## config.mk

```make
export PLATFORM = sky130hd
export DESIGN_NAME = keypad_scan_entry
export DESIGN_NICKNAME = d
export VERILOG_FILES = /design/src/rtl/keypad_pkg.sv /design/src/rtl/keypad_decode.sv /design/src/rtl/keypad_scan_entry.sv
export SDC_FILE = /design/constraint.sdc
export NUM_CORES = 1
export LEC_CHECK = 0
export ABC_AREA = 1
export CAP_MARGIN = 20
export CORE_MARGIN = 4
export CORE_UTILIZATION = 37
export CTS_CLUSTER_DIAMETER = 60
export DETAILED_ROUTE_END_ITERATION = 8
export GPL_ROUTABILITY_DRIVEN = 0
export PLACE_DENSITY_LB_ADDON = 0.15
export SLEW_MARGIN = 20
export SYNTH_ARGS = -nofsm -noshare
export SYNTH_HDL_FRONTEND = slang
export SYNTH_HIERARCHICAL = 1
export SYNTH_SLANG_ARGS = --single-unit
```

## constraint.sdc

```tcl
create_clock -name clk -period 2.9 [get_ports clk]
set_input_delay 0.58 -clock clk [delete_from_list [all_inputs] [get_ports clk]]
set_output_delay 0.58 -clock clk [all_outputs]
set_load 0.03 [all_outputs]
```

## src/rtl/keypad_pkg.sv

```systemverilog
// Shared definitions for the keypad scanner: FSM state encoding, the
// {row, col} -> hex key map and the one-cold row drive constants.
package keypad_pkg;

   typedef enum logic [1:0] {
      SCAN     = 2'd0,
      DEBOUNCE = 2'd1,
      HELD     = 2'd2
   } state_t;

   localparam logic [3:0] ROW_IDLE = 4'b1110;
   localparam logic [3:0] COL_IDLE = 4'hF;

   // Indexed by {row_idx, col_idx}; entry 0 is row0/col0.
   localparam logic [15:0][3:0] KEY_MAP = {
      4'hD, 4'hF, 4'h0, 4'hE,
      4'hC, 4'h9, 4'h8, 4'h7,
      4'hB, 4'h6, 4'h5, 4'h4,
      4'hA, 4'h3, 4'h2, 4'h1
   };

   // One-cold drive for a row: ROW_IDLE rotated left by idx.
   function automatic logic [3:0] row_drive(input logic [1:0] idx);
      logic [7:0] dbl;
      dbl = {ROW_IDLE, ROW_IDLE} << idx;
      return dbl[7:4];
   endfunction

endpackage

```

## src/rtl/keypad_decode.sv

```systemverilog
// Combinational key decode: {row index, column pattern} -> hex code, plus a
// flag that is high only when exactly one column line is low.
module keypad_decode
   import keypad_pkg::*;
(
   input  logic [1:0] row_idx,
   input  logic [3:0] col,
   output logic [3:0] code,
   output logic       single_low
);

   logic [1:0] col_idx;

   always_comb begin
      col_idx    = 2'd0;
      single_low = 1'b1;
      case (col)
         4'b1110: col_idx = 2'd0;
         4'b1101: col_idx = 2'd1;
         4'b1011: col_idx = 2'd2;
         4'b0111: col_idx = 2'd3;
         default: single_low = 1'b0;
      endcase
      code = KEY_MAP[{row_idx, col_idx}];
   end

endmodule

```

## src/rtl/keypad_scan_entry.sv

```systemverilog
// 4x4 keypad scanner with debounce, hex decode and a 32-bit digit entry register.
// Define KEYPAD_REPEAT_EN to add auto-repeat while a key stays held.
module keypad_scan_entry
   import keypad_pkg::*;
#(
   parameter int SCAN_DIV     = 50000,
   parameter int DEBOUNCE_CNT = 250000,
   parameter int REPEAT_CNT   = 25000000
) (
   input  logic        clk,
   input  logic        clr,
   input  logic [3:0]  COL,
   input  logic        entry_clr,
   output logic [3:0]  ROW,
   output logic [3:0]  key_code,
   output logic        key_valid,
   output logic        key_down,
   output logic [31:0] entry
);

   localparam int SW = $clog2(SCAN_DIV);
   localparam int DW = $clog2(DEBOUNCE_CNT + 1);
   localparam logic [SW-1:0] S_LAST = SW'(SCAN_DIV - 1);
   localparam logic [DW-1:0] D_LAST = DW'(DEBOUNCE_CNT - 1);

   if (SCAN_DIV < 2 || DEBOUNCE_CNT < 1 || REPEAT_CNT < 1) begin : g_param_chk
      $error("keypad_scan_entry: parameter out of range");
   end

   state_t        state_q, state_d;
   logic [1:0]    row_idx_q, row_idx_d;
   logic [3:0]    col_q, col_d;
   logic [SW-1:0] scnt_q, scnt_d;
   logic [DW-1:0] dcnt_q, dcnt_d, rcnt_q, rcnt_d;
   logic [3:0]    code_q, code_d;
   logic          valid_q, valid_d, down_q, down_d;
   logic [31:0]   entry_q, entry_d;
   logic [3:0]    dec_col, dec_code;
   logic          dec_single, fire;

`ifdef KEYPAD_REPEAT_EN
   localparam int PW = $clog2(REPEAT_CNT + 1);
   localparam logic [PW-1:0] P_LAST = PW'(REPEAT_CNT - 1);
   logic [PW-1:0] pcnt_q, pcnt_d;
`endif

   // Live columns while scanning; the latched pattern once a key is captured.
   assign dec_col = (state_q == SCAN) ? COL : col_q;

   keypad_decode u_decode (
      .row_idx    (row_idx_q),
      .col        (dec_col),
      .code       (dec_code),
      .single_low (dec_single)
   );

   always_ff @(posedge clk) begin
      if (!clr) begin
         state_q   <= SCAN;
         row_idx_q <= 2'd0;
         col_q     <= COL_IDLE;
         scnt_q    <= '0;
         dcnt_q    <= '0;
         rcnt_q    <= '0;
         code_q    <= 4'h0;
         valid_q   <= 1'b0;
         down_q    <= 1'b0;
         entry_q   <= 32'h0;
`ifdef KEYPAD_REPEAT_EN
         pcnt_q    <= '0;
`endif
      end else begin
         state_q   <= state_d;
         row_idx_q <= row_idx_d;
         col_q     <= col_d;
         scnt_q    <= scnt_d;
         dcnt_q    <= dcnt_d;
         rcnt_q    <= rcnt_d;
         code_q    <= code_d;
         valid_q   <= valid_d;
         down_q    <= down_d;
         entry_q   <= entry_d;
`ifdef KEYPAD_REPEAT_EN
         pcnt_q    <= pcnt_d;
`endif
      end
   end

   always_comb begin
      state_d   = state_q;
      row_idx_d = row_idx_q;
      col_d     = col_q;
      scnt_d    = scnt_q;
      dcnt_d    = dcnt_q;
      rcnt_d    = rcnt_q;
      code_d    = code_q;
      valid_d   = 1'b0;
      down_d    = down_q;
      entry_d   = entry_clr ? 32'h0 : entry_q;
      fire      = 1'b0;
      case (state_q)
         SCAN: begin
            if (scnt_q == S_LAST) begin
               scnt_d = '0;
               if (dec_single) begin
                  col_d   = COL;
                  dcnt_d  = '0;
                  state_d = DEBOUNCE;
               end else begin
                  row_idx_d = row_idx_q + 2'd1;
               end
            end else begin
               scnt_d = scnt_q + SW'(1);
            end
         end
         DEBOUNCE: begin
            if (COL != col_q) begin
               row_idx_d = row_idx_q + 2'd1;
               scnt_d    = '0;
               state_d   = SCAN;
            end else if (dcnt_q == D_LAST) begin
               fire    = 1'b1;
               down_d  = 1'b1;
               rcnt_d  = '0;
               state_d = HELD;
            end else begin
               dcnt_d = dcnt_q + DW'(1);
            end
         end
         HELD: begin
            // Release needs DEBOUNCE_CNT consecutive all-high column cycles.
            if (COL != COL_IDLE) begin
               rcnt_d = '0;
            end else if (rcnt_q == D_LAST) begin
               down_d    = 1'b0;
               row_idx_d = row_idx_q + 2'd1;
               scnt_d    = '0;
               state_d   = SCAN;
            end else begin
               rcnt_d = rcnt_q + DW'(1);
            end
         end
         default: state_d = SCAN;
      endcase
`ifdef KEYPAD_REPEAT_EN
      pcnt_d = pcnt_q;
      if (state_q != HELD || (COL & ~col_q) != 4'h0) begin
         pcnt_d = '0;
      end else if (pcnt_q == P_LAST) begin
         pcnt_d = '0;
         fire   = 1'b1;
      end else begin
         pcnt_d = pcnt_q + PW'(1);
      end
`endif
      if (fire) begin
         valid_d = 1'b1;
         code_d  = dec_code;
         entry_d = entry_clr ? {28'h0, dec_code} : {entry_q[27:0], dec_code};
      end
   end

   always_comb begin
      ROW       = row_drive(row_idx_q);
      key_code  = code_q;
      key_valid = valid_q;
      key_down  = down_q;
      entry     = entry_q;
   end

endmodule

```

==> results.yml, run 1 <==
clock_network:
  cts.clk_slew.worst_paths_ns: 0.08
  cts_setup_buffers: 0
  cts_hold_buf: 0
  cts.path.max_buffers: 2
  cts_made_buffers: 9
  ctsRootBufferMaster: "clkbuf_16"
  htree_levels: 3
  clk_latency_ns: 0.36
  cts.sink_count: 98
  cts_tree: "done"
synthesis:
  netlist_top_cells_area: "dfxtp_1 32%, nand2_1 18%, nor2_1 8.1%"
  synth_top_area_share: 0.3226
  synth_xor_area_frac: 0.01872
  ys_ff_latch: 98
  synth-compound-area-share: 0.1039
  yosys.area.top_type: "dfxtp_1"
  yosysSeqAreaShare: 0.3226
  ys_async_sr_fraction: 0
  syn_area_um2: 6082
  yosys.area_share.simple: 0.4277
  synth_top_family_by_area: "simple AND/OR/NAND/NOR gates"
  avgSynthCellArea_um2: 6.484
  synth_fa_ha_area_frac: 0.03292
  ys_top_cells_by_count: "285 x nand2_1, 132 x nor2_1, 98 x dfxtp_1"
  postSynthCellCount: 938
  synth_edf_count: 0
  syn_nets: 961
  synth.most_common_cell: "nand2_1"
  yosysUniqueCellTypes: 41
  yosys_warnings: 6
  muxShareOfSynthArea: 0
  synth-main-ff-cell: "dfxtp_1"
timing:
  fin_hold_ws_ns: 0.4675
  slew_violations: 0
  fin_setup_tns_ns: 0
  tightest_slew_ns: 0.6307
  min_period_ns: 2.594
  hold_viol_final: 0
  skew_ns: 0.009650
  relSlewSlack: 0.5785
  rsz0062_at_grt: "no"
  max_freq_ghz: 0.3854
  final-setup-viol-count: 0
  min_period_over_period: 0.8946
floorplan:
  die_y_um: 136.2
  core_area_um2: 16000
  die_w_um: 136.2
  rows: 46
  ioPinCount: 49
  initial_core_util: 0.3801
  dieArea_um2: 18550
min_path:
  hp-class: "reg2reg"
worst_setup_path:
  end_kind: "flop"
  critical_path_buf_inv_count: 2
  worstPathArrival_ns: 2.88
  critical_path_class: "reg2reg"
  critPathSlowestCell: "dfxtp_1"
  critical-path-max-stage-delay_ns: 0.40
  critical_path_required_ns: 3.19
  path_max_fanout: 13
  worstPathCellList: "inv_1, ha_1, o21ai_0, nand2_1, o31ai_2, nand3_2, nand2_4, buf_4, nand3_1, a21oi_1"
  cpLargestDelayFamily: "compound AO/OA/AOI/OAI gates"
  critPathLaunchType: "flop"
route:
  drt-total-wl_mm: 15.76
  ant_nets: 0
  wl_per_cell_um: 13.09
  route.vias.total: 5904
  drc: 0
  firstDrtPassIters: 5
  drt_iter0_markers: 317
  vias_per_cell: 4.904
global_routing:
  grt_pass1_vias: 5450
  antenna_found_initial: 0
  track_usage: 0.1752
  gr-total-overflow: 0
  grt_pass1_wl_mm: 26.67
  grt_max_degree: 42
finish:
  drive_gt1_frac: 0.09818
  nets: 1006
  instances_no_fill: 1204
  n_antenna_cell: 0
  area_growth_pct: 16.21
  n_fill_cell: 1745
  finalInstanceArea_um2: 7068
flow_run:
  cap_violations: 0
place:
  place_hpwl_mm: 11.31
  port_buffers: 48
  dpl.cell_count: 1188
  placed_area_um2: 6744
power:
  fin_total_pwr_uw: 2767
  power_per_cell_area_nw_per_um2: 391.4
  peakVddDrop_mv: 0.2789
  leakage_uw: 0.002618
run_status:
  status: "finished clean"
## through the flow
stage / setup slack (ns) / utilization
global route: 0.03824 / 0.4417
detailed placement: -0.008391 / 0.4215
CTS: 0.2192 / 0.4414
global placement: 0.04142 / 0.4215
floorplan: 0.6090 / -
finish: 0.3056 / 0.4417
## layer usage
metal | track usage | vias to the layer above | routed length [um]
met5 | 0 | - | 0
met4 | 0.04703 | 0 | 173
met3 | 0.03220 | 10 | 622
met2 | 0.2881 | 92 | 7361
met1 | 0.2360 | 2705 | 7605
li1 | - | 3097 | -
## kinds of logic (layout without fill, tap and decap cells)
| kind of cell | after synthesis | after routing |
|---|---|---|
| buffers and inverters | 126 | 176 |
| flip-flops | 98 | 98 |
| adder cells (fa/ha/maj) | 16 | 16 |
| AND/OR/NAND/NOR | 578 | 578 |
| AO/OA/AOI/OAI | 107 | 107 |
| XOR/XNOR | 13 | 13 |
## layout by cell type, fill, tap and decap left out, types with 4 or more instances in the layout
master,count
ha_1,16
clkbuf_16,9
a21oi_1,65
dfxtp_1,98
clkdlybuf4s50_1,48
o21bai_1,4
o21ai_0,14
inv_1,84
nand2_4,7
nand3_2,13
nand3_1,90
nand2_1,285
inv_2,10
xor2_1,11
buf_4,16
nor3_1,7
nand4_1,17
a21oi_2,13
nor2_2,4
nor2_4,4
nor2_1,132
nor3b_1,4
## repair_timing
action                                  4_1_cts  5_1_grt
resized for setup                             0        3
endpoints found under the setup margin        0       16
hold endpoints to repair                      0        0
## layout make-up
| class | count | area (um2) | share of cell area |
|---|---|---|---|
| multi-input cells | 714 | 3552 | 0.5026 |
| flip-flops and latches | 98 | 1962 | 0.2776 |
| repair buffers | 64 | 600.6 | 0.08497 |
| inverters | 96 | 364.1 | 0.05151 |
| well taps | 216 | 270.3 | 0.03824 |
| clock buffers | 9 | 225.2 | 0.03186 |
| clock inverters | 7 | 93.84 | 0.01328 |
## state kept, by name, summed over array words and instances (netlist names)
name,cells
row_idx_q,2
state_q,2
key_valid,1
dcnt_q,18
entry,32
rcnt_q,18
col_q,4
key_down,1
key_code,4
scnt_q,16
## path summary, 6_finish.rpt
| check | slack, ns | to | startpoint | cells after the start |
|---|---|---|---|---|
| setup / recovery | 0.31 | dcnt_q[4] | state_q[0] | 10 |
| hold / removal | 0.47 | entry[31] | entry[31] | 2 |
| setup reg to reg | 0.31 | dcnt_q[4] | state_q[0] | 10 |
| hold reg to reg | 0.47 | entry[31] | entry[31] | 2 |
## report_power, final
part | internal (uW) | switching, uW
logic | 32.6 | 74.6
registers | 1350 | 3.76
clock network | 696 | 612
total | 2080 | 691
## worst register-to-register path: stages, from the launching register on
cell and delay, ns:
dfxtp_1 0.40, inv_1 0.08, ha_1 0.30, o21ai_0 0.32, nand2_1 0.18, o31ai_2 0.35
nand3_2 0.20, nand2_4 0.19, buf_4 0.25, nand3_1 0.10, a21oi_1 0.15
Note: power is estimated with default switching activity, not from simulation.
==> inputs of run 2 (changes only) <==
--- a/config.mk
+++ b/config.mk
@@ -10,6 +10,7 @@
 export CORE_MARGIN = 4
 export CORE_UTILIZATION = 37
 export CTS_CLUSTER_DIAMETER = 60
+export CTS_CLUSTER_SIZE = 16
 export DETAILED_ROUTE_END_ITERATION = 8
 export GPL_ROUTABILITY_DRIVEN = 0
 export PLACE_DENSITY_LB_ADDON = 0.15
==> constraint.sdc (replaced) <==
create_clock -name clk -period 2.43 [get_ports clk]
set_input_delay 0.486 -clock clk [delete_from_list [all_inputs] [get_ports clk]]
set_output_delay 0.486 -clock clk [all_outputs]
set_load 0.03 [all_outputs]
==> run 2 against run 1 <==
Via count rose by 1.7%. Worst hold slack worse by 0.0070 ns. Critical path depth grew 6. Final cell count increased by 3.2%. Clock power increased by 17%. Critical path type unchanged. Largest cell class unchanged.
==> results.yml, run 2 (synthesized netlist as in run 1, its figures left out) <==
power:
  power_per_cell_area_nw_per_um2: 442.2
  leakage_uw: 0.002833
  peakVddDrop_mv: 0.3583
worst_setup_path:
  end_kind: "flop"
  critPathSlowestCell: "dfxtp_2"
  critical_path_required_ns: 2.72
  critical-path-max-stage-delay_ns: 0.34
  worstPathArrival_ns: 2.58
  path_max_fanout: 11
  critical_path_class: "reg2reg"
  worstPathCellList: "inv_2, ha_4, inv_1, nand2_1, o21ai_0, buf_4, nand2_2, buf_4, nand3_4, o31ai_4, nand3_2, nand2_4, buf_12, buf_8, nand3_2, a21oi_2"
  critical_path_buf_inv_count: 6
  cpLargestDelayFamily: "buffers and inverters"
  critPathLaunchType: "flop"
clock_network:
  htree_levels: 3
  cts.sink_count: 98
  cts.path.max_buffers: 2
  ctsRootBufferMaster: "clkbuf_16"
  clk_latency_ns: 0.35
  cts_tree: "done"
  cts_made_buffers: 9
  cts.clk_slew.worst_paths_ns: 0.07
timing:
  slew_violations: 0
  relSlewSlack: 0.5860
  min_period_over_period: 0.9451
  tightest_slew_ns: 0.6195
  rsz0062_at_grt: "no"
  hold_viol_final: 0
  setup_ws_ns: 0.1333
  final-setup-viol-count: 0
  max_freq_ghz: 0.4354
  min_period_ns: 2.297
  skew_ns: 0.007164
finish:
  mostFrequentLayoutCell: "nand2_1"
  drive_gt1_frac: 0.1374
  largest_reg_flops: 32
  multi_input_area_um2: 3587
  fin_util: 0.4652
  layout_common_cells: "284 x nand2_1, 132 x nor2_1, 97 x dfxtp_1"
  nets: 1044
  n_antenna_cell: 0
  n_fill_cell: 1701
  regArea_um2: 1963
  area_growth_pct: 22.38
route:
  wirelength_met1_mm: 7.407
  ant_nets: 0
  routed-wl-met2_mm: 7.244
  vias_per_cell: 4.833
  route.met3.wl_um: 647
  drt-total-wl_mm: 15.55
  drc: 0
  firstDrtPassIters: 5
  highest_layer: "met4"
  drt_iter0_markers: 387
  wl_per_cell_um: 12.52
  route.vias.total: 6002
run_status:
  status: "finished clean"
global_routing:
  grt_max_degree: 31
  antenna_found_initial: 0
  gr-total-overflow: 0
  grt_pass1_wl_mm: 26.03
  track_usage: 0.1715
  grt_pass1_vias: 5375
floorplan:
  dieArea_um2: 18550
  rows: 46
  ioPinCount: 49
  core_area_um2: 16000
  die_y_um: 136.2
  die_w_um: 136.2
  initial_core_util: 0.3801
min_path:
  hp-class: "reg2reg"
place:
  port_buffers: 48
  place_hpwl_mm: 11.35
  place_worst_setup_slack_ns: -0.1631
flow_run:
  cap_violations: 0
-- run 2: changes by cell type in the layout (fill, tap and decap cells not counted), sizes merged --
| cell | before | now |
|---|---|---|
| clkinv | 2 | 1 |
| inv | 99 | 100 |
| buf | 16 | 54 |
| clkbuf | 9 | 10 |
| clkinvlp | 1 | 0 |
-- run 2: worst register-to-register path: stages, from the launching register on --
cell	delay, ns
dfxtp_2	0.34
inv_2	0.09
ha_4	0.19
inv_1	0.09
nand2_1	0.06
o21ai_0	0.07
buf_4	0.14
nand2_2	0.08
buf_4	0.13
nand3_4	0.11
o31ai_4	0.09
nand3_2	0.17
nand2_4	0.15
buf_12	0.15
buf_8	0.15
nand3_2	0.09
a21oi_2	0.14
-- run 2: timing repair --
item	in CTS	in global routing
pin swaps	0	3
gates resized for setup	1	13
setup buffers	0	4
cloned	0	0
hold endpoints to repair	0	0
setup endpoints to repair	12	29
hold buffers	0	0
-- run 2: routing by layer --
metal / track usage / up-vias
met2: 0.2832 / 109
li1: - / 3172
met5: 0 / -
met1: 0.2240 / 2703
met3: 0.03997 / 18
met4: 0.04815 / 0
-- run 2: area by class of cell --
class                           count  area share
Timing Repair Buffer              102      0.1267
Clock inverter                      6     0.01025
Inverter                           96     0.04892
Multi-Input combinational cell    714      0.4819
Sequential cell                    98      0.2637
Clock buffer                       10     0.03211
Tap cell                          216     0.03631
-- run 2: worst paths after layout --
path	startpoint	to	slack (ns)	cells past startpoint
worst max register to register	state_q[1]	dcnt_q[8]	0.13	16
worst min-delay path	entry[30]	entry[30]	0.46	2
worst max-delay path	state_q[1]	dcnt_q[8]	0.13	16
worst min register to register	entry[30]	entry[30]	0.46	2
-- run 2: power by group --
part / internal, uW / total (uW) / leakage [uW] / switching [uW]
clock network: 849 / 1530 / 0.000156 / 680
logic: 54.5 / 149 / 0.00189 / 94.2
registers: 1610 / 1610 / 0.000790 / 5.02
total: 2510 / 3290 / 0.00283 / 779
-- run 2: stage by stage --
| stage | total power, uW | hold WS, ns | std cells | setup TNS (ns) | instance area, um2 |
|---|---|---|---|---|---|
| detailed placement | 1795 | 0.4520 | 1222 | -5.048 | 7049 |
| finish | 3291 | 0.4605 | 1242 | 0 | 7443 |
| floorplan | 1734 | 0.4458 | 938 | 0 | 6082 |
| global placement | 1795 | 0.4500 | 1222 | -2.907 | 7049 |
| CTS | 3336 | 0.4631 | 1238 | 0 | 7367 |
| global route | 3421 | 0.4899 | 1242 | 0 | 7443 |
==> inputs of run 3 (changes only) <==
--- a/config.mk
+++ b/config.mk
@@ -5,7 +5,6 @@
 export SDC_FILE = /design/constraint.sdc
 export NUM_CORES = 1
 export LEC_CHECK = 0
-export ABC_AREA = 1
 export CAP_MARGIN = 20
 export CORE_MARGIN = 4
 export CORE_UTILIZATION = 37
==> run 3 against run 2 <==
The run now ends with setup timing left. Clock power is essentially flat. Count of clock-buffer cells in the layout did not move. Total power shrank 0.25%. Global-route usage fell by 0.34 points. Clock skew rose by 0.0025 ns. Register-to-register slack lost 0.70 ns. Non-clock buffer count is 30 higher. Via count shrank 22%. Die area down 17%. Critical endpoint is now dcnt_q[13]. Largest power group unchanged.
==> results.yml, run 3 <==
synthesis:
  avgSynthCellArea_um2: 8.178
  synth.most_common_cell: "nand2_1"
  synth-main-ff-cell: "dfxtp_1"
  ys_async_sr_fraction: 0
  ys_top_cells_by_count: "103 x nand2_1, 98 x dfxtp_1, 47 x nor2_1"
  syn_area_um2: 4989
  postSynthCellCount: 610
  yosys.area.top_type: "dfxtp_1"
  yosysUniqueCellTypes: 60
  yosys_warnings: 6
  netlist_top_cells_area: "dfxtp_1 39%, nand2_1 7.8%, ha_1 4.0%"
  yosysSeqAreaShare: 0.3933
  synth_edf_count: 0
  syn_nets: 633
  synth_top_area_share: 0.3933
  ys_ff_latch: 98
worst_setup_path:
  rr_worst_depth: 13
  critical-path-max-stage-delay_ns: 0.46
  reg2reg_to: "dcnt_q[13]"
  worstPathCellList: "inv_2, ha_4, mux2_4, xor2_4, a21oi_2, mux2i_2, nand4_1, or4_4, a32oi_4, buf_6, nand3_4, o21a_1, o21a_1"
  critical_path_class: "reg2reg"
  end_kind: "flop"
  crit_path_frequent_cell: "o21a_1"
  rrSetupSlack_ns: -0.57
  critical_path_required_ns: 2.67
  critPathLaunchType: "flop"
  path_max_fanout: 5
  r2r-start: "state_q[1]"
  critPathSlowestCell: "or4_4"
  worstPathArrival_ns: 3.24
min_path:
  hp-class: "reg2reg"
  hp-start: "key_code[2]"
  hold_path_end: "key_code[2]"
  hold_depth: 2
place:
  place_hpwl_mm: 9.016
  dpl.cell_count: 874
  port_buffers: 48
power:
  p_sw_frac: 0.2274
  internal_power_uw: 2536
  switchingPower_uw: 746.7
  power_frac_seq: 0.492
  peakVddDrop_mv: 0.3971
  clock_power_share: 0.459
  combPwrFrac: 0.049
  leakage_uw: 0.002448
  power_per_cell_area_nw_per_um2: 483.5
route:
  ant_nets: 0
  drt_iter0_markers: 281
  drt-total-wl_mm: 12.68
  vias_per_cell: 5.216
  firstDrtPassIters: 4
  route.vias.total: 4705
  wl_per_cell_um: 14.05
  drc: 0
run_status:
  status: "finished with violations"
  violations: "setup timing"
finish:
  nets: 744
  area_growth_pct: 36.12
  layout_common_cells: "100 x nand2_1, 95 x dfxtp_1, 72 x buf_4"
  largest_reg_flops: 32
  n_fill_cell: 1318
  fin_util: 0.5128
  regArea_um2: 1966
  drive_gt1_frac: 0.2176
  n_antenna_cell: 0
  instances_no_fill: 902
  multi_input_area_um2: 3042
  mostFrequentLayoutCell: "nand2_1"
timing:
  tightest_slew_ns: 0.5523
  min_period_over_period: 1.235
  slew_violations: 0
  final-setup-viol-count: 26
  max_freq_ghz: 0.3333
  rsz0062_at_grt: "yes"
  skew_ns: 0.009659
  min_period_ns: 3.001
  relSlewSlack: 0.6304
  fin_setup_tns_ns: -9.356
  setup_ws_ns: -0.5707
  hold_viol_final: 0
clock_network:
  cts_hold_buf: 0
  cts.clk_slew.worst_paths_ns: 0.07
  cts.path.max_buffers: 2
  htree_levels: 3
  cts.sink_count: 98
  ctsRootBufferMaster: "clkbuf_16"
  cts_made_buffers: 9
  cts_tree: "done"
  clk_latency_ns: 0.35
flow_run:
  cap_violations: 0
global_routing:
  antenna_found_initial: 0
  grt_pass1_wl_mm: 20.83
  grt_pass1_vias: 4498
  grt_max_degree: 33
  track_usage: 0.1681
  gr-total-overflow: 0
floorplan:
  die_w_um: 124.1
  initial_core_util: 0.3767
  core_area_um2: 13240
  dieArea_um2: 15400
  ioPinCount: 49
  die_y_um: 124.1
  rows: 42
[run 3: cell types whose count changed after synthesis, sizes merged, moves of 10 or more]
cell / change
a21boi: +10
a21oi: -42
and3: +16
buf: -10
clkbuf: +12
inv: -77
mux2i: +10
nand2: -191
nand3: -69
nor2: -94
xnor2: +17
[run 3: per-layer routing]
layer / part of all wire / routed length (um) / vias up / track usage
met5: 0 / 0 / - / 0
li1: - / - / 2381 / -
met2: 0.47 / 6006 / 97 / 0.2791
met3: 0.046 / 581 / 19 / 0.03542
met1: 0.47 / 5901 / 2208 / 0.2181
met4: 0.015 / 187 / 0 / 0.05407
[run 3: metrics by stage]
stage / setup WS, ns / hold WS (ns) / area [um2] / total power, uW
after detailed placement: -1.028 / 0.4543 / 6155 / 1787
after floorplan: -0.6520 / 0.4591 / 5045 / 1725
after CTS: -0.5160 / 0.4518 / 6658 / 3313
final: -0.5707 / 0.4525 / 6790 / 3283
after global placement: -0.9646 / 0.4444 / 6155 / 1784
after global routing: -0.7075 / 0.4758 / 6790 / 3403
[run 3: worst max-delay path by stage]
stage                     cells after the start  slack [ns]          to  startpoint
after floorplan                              15       -0.65  dcnt_q[13]  state_q[0]
after global placement                       12       -0.96  dcnt_q[13]      COL[0]
after detailed placement                     12       -1.03  dcnt_q[13]      COL[0]
after CTS                                    13       -0.52  dcnt_q[13]  state_q[1]
after global routing                         13       -0.71  dcnt_q[13]  state_q[0]
final                                        13       -0.57  dcnt_q[13]  state_q[1]
[run 3: kinds of logic (layout without fill, tap and decap cells)]
kind of cell,count (synthesis),in the layout,share of synthesized area
flops,98,98,0.3933
fa+ha+maj,16,16,0.04013
buf+inv,50,166,0.03963
compound gates,112,112,0.1477
simple gates,287,287,0.2917
xor+xnor,32,32,0.05618
mux,15,15,0.03135
[run 3: what timing repair did]
| item | in CTS | in global routing |
|---|---|---|
| setup buffers | 14 | 5 |
| gates resized for setup | 34 | 27 |
| setup endpoints to repair | 29 | 50 |
| pin swaps | 22 | 23 |
[run 3: power by group through the flow]
stage	clock network [uW]	registers [uW]	logic (uW)
2_1_floorplan	0	1650	75.2
3_3_place_gp	0	1650	134
3_5_place_dp	0	1650	136
4_1_cts	1550	1610	154
5_1_grt	1610	1610	176
6_report	1510	1610	161
[run 3: layout make-up]
class | count | share of cell area
clock inverters | 6 | 0.01124
well taps | 176 | 0.03243
repair buffers | 132 | 0.1734
inverters | 18 | 0.01032
clock buffers | 10 | 0.03519
multi-input cells | 462 | 0.4479
flip-flops and latches | 98 | 0.2895
[run 3: critical path: cells and delay by family (launching register included)]
| kind | cells | cell delay [ns] |
|---|---|---|
| compound gates | 4 | 0.75 |
| simple gates | 3 | 0.65 |
| mux | 2 | 0.53 |
| flops | 1 | 0.33 |
| buf+inv | 2 | 0.25 |
| fa+ha+maj | 1 | 0.18 |
| xor+xnor | 1 | 0.18 |
